--- src/rtl/microop_sequencer_pkg.sv ---
// microop_sequencer_pkg: microcode field positions, encodings and widths for the sequencer
package microop_sequencer_pkg;
  localparam int OPCODE_WIDTH = 6;
  localparam int COUNT_WIDTH = 5;
  localparam int IN_PLANE_LSB = 12;
  localparam int IN_PLANE_W = 3;
  localparam int MISC_LSB = 15;
  localparam int OPCODE_SEL_LSB = 22;
  localparam logic [IN_PLANE_W-1:0] IN_OPCODE = 3'd6;
  localparam logic MISC_RESET_MICROOP_COUNTER = 1'b1;
  localparam logic OPCODE_SEL_OPCODE_FROM_OPWORD = 1'b0;
  localparam logic OPCODE_SEL_OPCODE_FROM_BUS = 1'b1;
  localparam logic [OPCODE_WIDTH-1:0] OP_RESET = 6'd0;
  localparam logic [OPCODE_WIDTH-1:0] OP_FETCH = 6'd1;
endpackage

--- src/rtl/microop_counter.sv ---
// microop_counter: micro-op step counter with sync clear, enable and terminal-count flag
module microop_counter
  import microop_sequencer_pkg::*;
#(
  parameter int W = COUNT_WIDTH
) (
  input  logic         clk,
  input  logic         rst,
  input  logic         clr,
  input  logic         en,
  output logic [W-1:0] count,
  output logic         tc
);
  always_ff @(posedge clk or posedge rst)
    if (rst) count <= '0;
    else if (clr) count <= '0;
    else if (en) count <= count + W'(1);
  assign tc = &count;
endmodule

--- src/rtl/microop_sequencer.sv ---
// microop_sequencer: opcode register + micro-op counter driving the microcode address; MICROOP_WATCHDOG_EN adds the counter-wrap watchdog
module microop_sequencer
  import microop_sequencer_pkg::*;
#(
  parameter int OPCODE_W = OPCODE_WIDTH,
  parameter int COUNT_W = COUNT_WIDTH,
  parameter logic [OPCODE_W-1:0] OP_RESET_V = OP_RESET
) (
  input  logic                        clk,
  input  logic                        rst,
  input  logic                        n_booted,
  input  logic                        stall,
  input  logic [31:0]                 ucode,
  input  logic [31:0]                 bus,
  input  logic [31:0]                 opword,
  output logic [OPCODE_W+COUNT_W-1:0] addr,
  output logic [OPCODE_W-1:0]         opcode,
  output logic [COUNT_W-1:0]          microop_count,
  output logic                        insn_retire,
  output logic                        fault
);
  logic run, ld, rst_cnt, tc, trip;
  logic [OPCODE_W-1:0] opcode_src;
  assign run = !n_booted && !stall;
  assign ld = ucode[IN_PLANE_LSB +: IN_PLANE_W] == IN_OPCODE;
  assign rst_cnt = ucode[MISC_LSB] == MISC_RESET_MICROOP_COUNTER;
  assign opcode_src = ucode[OPCODE_SEL_LSB] == OPCODE_SEL_OPCODE_FROM_BUS ? bus[OPCODE_W-1:0] : opword[31 -: OPCODE_W];
  logic unused_bits;
  assign unused_bits = ^{ucode[31:OPCODE_SEL_LSB+1], ucode[OPCODE_SEL_LSB-1:MISC_LSB+1], ucode[IN_PLANE_LSB-1:0],
                         bus[31:OPCODE_W], opword[31-OPCODE_W:0], tc};
`ifdef MICROOP_WATCHDOG_EN
  // Only a running step can trip: stalls and boot hold never advance the counter.
  assign trip = run && tc && !rst_cnt;
  always_ff @(posedge clk or posedge rst)
    if (rst) fault <= 1'b0;
    else if (trip) fault <= 1'b1;
`else
  assign trip = 1'b0;
  assign fault = 1'b0;
`endif
  microop_counter #(.W(COUNT_W)) u_counter (
    .clk  (clk),
    .rst  (rst),
    .clr  (n_booted || (run && (rst_cnt || trip))),
    .en   (run),
    .count(microop_count),
    .tc   (tc)
  );
  always_ff @(posedge clk or posedge rst)
    if (rst) begin
      opcode <= OP_RESET_V;
      insn_retire <= 1'b0;
    end else begin
      opcode <= n_booted ? OP_RESET_V : !run ? opcode : trip ? OP_RESET_V : ld ? opcode_src : opcode;
      insn_retire <= run && ld && rst_cnt && !trip;
    end
  assign addr = {opcode, microop_count};
endmodule

--- config.mk ---
export PLATFORM = sky130hd
export DESIGN_NAME = microop_sequencer
export DESIGN_NICKNAME = d
export VERILOG_FILES = /design/src/rtl/microop_sequencer_pkg.sv /design/src/rtl/microop_counter.sv /design/src/rtl/microop_sequencer.sv
export SDC_FILE = /design/constraint.sdc
export NUM_CORES = 1
export LEC_CHECK = 0
export BUFFER_PORTS_ARGS = -buffer_cell sky130_fd_sc_hd__buf_2
export CORE_MARGIN = 4
export CORE_UTILIZATION = 27
export DETAILED_ROUTE_END_ITERATION = 8
export GPL_ROUTABILITY_DRIVEN = 0
export PLACE_DENSITY_LB_ADDON = 0.2
export SETUP_SLACK_MARGIN = 0.02
export SLEW_MARGIN = 20
export SYNTH_ARGS = -nofsm -noshare
export SYNTH_HDL_FRONTEND = slang
export SYNTH_SLANG_ARGS = --single-unit
--- constraint.sdc ---
create_clock -name clk -period 1.45 [get_ports clk]
set_input_delay 0.3625 -clock clk [delete_from_list [all_inputs] [get_ports clk]]
set_output_delay 0.3625 -clock clk [all_outputs]
set_load 0.02 [all_outputs]
== Yosys cells after proc, flatten, opt, wreduce, memory -nomap -nowiden ==
Index checks and enable logic that the tools add are counted.

* Flip-flop bits (word level): 12
* Word-level logic and storage cells: 22

* Add/sub/neg operators: 1
* Equal/unequal tests: 1
* Muxes and demuxes: 6
* Reductions and logical operators: 11

{| class="wikitable"
|+ Operator list
! cell !! number
|-
| 2-to-1 mux 6 bit || 4
|-
| 2-to-1 mux 5 bit || 2
|-
| nonzero test 2 bit || 3
|-
| adder 5 x 1 -> 5 bit, second input constant || 1
|-
| logical AND 1 bit || 4
|-
| equality test 3 bit, second input constant || 1
|-
| logical NOT 1 bit || 2
|-
| AND reduction 2 bit || 1
|-
| logical OR 1 bit || 1
|}

== Depth between registers and ports, before layout ==
* Depth after elaboration: 5
* Gate-level depth with buffers: 4
* Mapped depth without buffers: 4

== Hierarchy ==
From an unflattened synthesis, not the netlist that was laid out.

* Cell total of the unflattened synthesis: 64
* Area, all modules: 724.4 µm²

{| class="wikitable"
|+ Modules (own cells, without submodules)
! module !! times used !! cells an instance !! area each (µm²) !! seq. area each (µm²)
|-
| microop_sequencer || 1 || 41 || 442.9 || 175.2
|-
| microop_counter || 1 || 23 || 281.5 || 125.1
|}

== Worst setup path after synthesis ==
OpenSTA, ideal clock, no wires.

* Kind: flip-flop to flip-flop
* From: reg u_counter.count[0]
* To: reg u_counter.count[4]
* Setup time: 77 ps
* Data arrival time: 1120 ps
* Data required time: 1373 ps
* Path slack: 253 ps
* Cell stages (with the launch flop): 5
* Cells stage by stage: dfrtp_1 -> ha_1 -> a31oi_1 -> o21ai_0 -> a21oi_1

* Word-level cells in the longest chain between the ends: 3

{| class="wikitable"
|+ Ends and longest elaborated chain
! element !! line !! source
|-
| start, declared || microop_counter.sv:11 || <nowiki>output logic [W-1:0] count,</nowiki>
|-
| start signal, assigned || microop_counter.sv:17 || <nowiki>else if (en) count <= count + W'(1);</nowiki>
|-
| adder 5 x 1 -> 5 bit || microop_counter.sv:17 ||
|-
| 2-to-1 mux 5 bit || microop_counter.sv:17 ||
|-
| 2-to-1 mux 5 bit || microop_counter.sv:16 || <nowiki>else if (clr) count <= '0;</nowiki>
|}

Every way passes these cells. The select of a mux whose other input is x is not followed.
A chain may end at the register's enable or synchronous reset.

== Worst setup path after layout ==
* From: reg u_counter.count[0]
* To: out microop_count[0]

{| class="wikitable"
|+ RTL lines
! element !! line !! source
|-
| end, declared || microop_sequencer.sv:18 || <nowiki>output logic [COUNT_W-1:0] microop_count,</nowiki>
|}

No word-level cell between the ends.

==> metrics.txt <==
clock tree from TritonCTS done; drt initial violations 12; fraction of final layout cells with drive strength greater than 1 0.505; Async S/R FF share, synth 1.00; largest net degree at the start of global routing 13; via-per-instance ratio 4.67; site row count 18; clock root buffer clkbuf_4; Avg Inst Size Synth 10.8 um2; status finished, final reports clean; cell-by-cell listing of the critical path buf_2; sinks on the clock net 12; Post-CTS Setup Bufs 0; delay of the slowest cell on the worst path 470 ps; number of H-tree branching levels 1; routed wl met2 721 um; total routed wire length on the met1 layer 691 um; family with the most delay on the worst path flip-flops; endpoint of the worst register-to-register path u_counter.count[4]; portion of the post-synthesis area used by sequential elements 0.416; fraction of synthesized cell area taken by the top area cell type 0.416; clock-pin slew on the worst setup and hold paths 80 ps; number of enable-type register cells in the synthesized netlist 0; post-synth net total 168; Yosys top cell by area dfrtp_1; register-to-register path setup slack 230 ps; leakage power total 0.520 nW; capture point of the worst path microop_count[0]; net total in the final layout 201; startpoint types register; Initial Utilization 0.286; length of routed met3 wiring 242 um; Hold-fix buffers, CTS 0; sum of negative setup slack 0 ps; remaining number of nets flagged by the antenna check after routing 0; Distinct cells, synth 21; number of register bits inferred by synthesis 12; number of iterations in the first detailed-routing pass 3; Worst Clk Skew 3.83 ps; Worst IR Drop VDD 0.372 mV; max layer used met3; final setup vio count 0; area of the core 0.00252 mm2; most numerous cell types in the synthesized netlist buf_4 (12), dfrtp_1 (12), mux2i_1 (6), o2bb2ai_1 (6), nor2_1 (5); Port Buffers 43; netlist area before placement 722 um2; type of element capturing the critical path output pin; final wirelength 1650 um; Hold Crit Class primary input to asynchronous set/reset pin; number of buffers added by the clock tree synthesis step 3; # DRC 0; Layout Area Growth over Synthesis 24.6%; final count of hold timing violations 0; count of mapped cells out of synthesis 67; final core utilization 0.357; unrepaired setup endpoints after global routing false; final worst-path cycle share 0.904; number of cells upsized or downsized after cts 0; gr ovfl total 0; Skew-Pair Late Insertion Delay 270 ps; Avg WL per Cell 12.8 um; count of antenna diodes in the layout 0; slowest stage cell on the critical path dfrtp_1; number of warnings printed during yosys synthesis 0; shortest clock period the worst path allows after layout 1310 ps; number of buffer and inverter instances along the worst setup path 1; Die Outline Area 0.00357 mm2; ranking of synthesized cells by area dfrtp_1 (42%), buf_4 (12%), mux2i_1 (8.3%); max-capacitance violation count 0; Critical Path Start u_counter.count[0]; Required @ worst endpoint 1090 ps; r2r worst-path depth 4; type of the worst setup path register to output pin; post-place instance area 863 um2; vias in the first global route 532; total global routing track utilization 0.0888; buffer depth of the longest clock path 2; leading register cell type out of synthesis dfrtp_1; total count of max-transition violations in the final report 0; count of fill cells added during filler insertion 275; width of the die 59.7 um; IO Count 124; floorplan die height 59.7 um; number of antenna violations at the first check in global routing 0; total via count in the routed design 603; final design area excluding fillers 900 um2; Power Density 814 mW/mm2; beginning of the worst register-to-register path u_counter.count[0]; arrival time at the worst endpoint 950 ps; largest fanout on the critical path 7; wire length of the first global-routing pass 2390 um; maximum clock frequency 763 MHz; critical path depth in cells 1
-- report_power, final --
part	total, mW	switching (mW)	internal (mW)
clock	0.266	0.114	0.152
sequential	0.347	0.00648	0.340
combinational	0.119	0.0706	0.0486
total	0.732	0.191	0.541
-- per-layer routing --
| layer | track usage | vias up |
|---|---|---|
| met2 | 0.127 | 34 |
| met5 | 0 | - |
| met4 | 0.0380 | 0 |
| li1 | - | 292 |
| met3 | 0.0259 | 0 |
| met1 | 0.124 | 277 |
-- cells in the final DEF (no fill, tap or decap) --
cell	instances
clkbuf_8	1
nand3b_1	1
nand4_1	2
o2bb2ai_1	6
nor2_8	1
buf_2	43
a31oi_1	2
ha_1	1
nand4b_4	1
a22oi_1	1
nor2_1	5
a21oi_1	4
inv_1	2
clkbuf_4	3
nor3_1	3
o21ai_0	3
mux2i_1	6
dfrtp_1	12
conb_1	1
a31oi_4	1
-- logic make-up after synthesis --
family / count (synthesis) / synth area share
AOI/OAI and AO/OA: 17 / 0.179
buffers and inverters: 17 / 0.165
and+or+nand+nor: 13 / 0.135
DFF: 12 / 0.416
muxes: 6 / 0.0832
adders and majority gates: 1 / 0.0173
other: 1 / 0.00519
-- registers in the layout (all words and copies together), names as in the netlist --
signal and flops:
opcode 6, u_counter.count 5, insn_retire 1
-- per-stage QoR --
stage	cells	worst slack, ps	hold slack, ps	power, mW
finish	129	139	92.3	0.732
global route	129	66.8	132	0.768
CTS	129	122	105	0.745
detailed placement	125	246	405	0.475
global placement	125	286	397	0.473
floorplan	67	253	227	0.434
-- how the worst min path moves through the flow --
stage,startpoint,cells after the start,slack (ps),endpoint
6_report,rst,2,90,opcode[1]
5_1_grt,rst,2,130,opcode[1]
4_1_cts,rst,2,100,opcode[1]
3_5_place_dp,rst,2,410,opcode[1]
3_3_place_gp,rst,2,400,opcode[5]
2_1_floorplan,rst,1,230,insn_retire
-- final cells by class --
type,instances,area [um2],area share
Multi-Input combinational cell,38,303,0.337
Sequential cell,12,300,0.334
Timing Repair Buffer,43,215,0.239
Clock buffer,4,36.3,0.0403
Tap cell,30,37.5,0.0417
Inverter,2,7.51,0.00834
(Power assumes the default switching activity.)
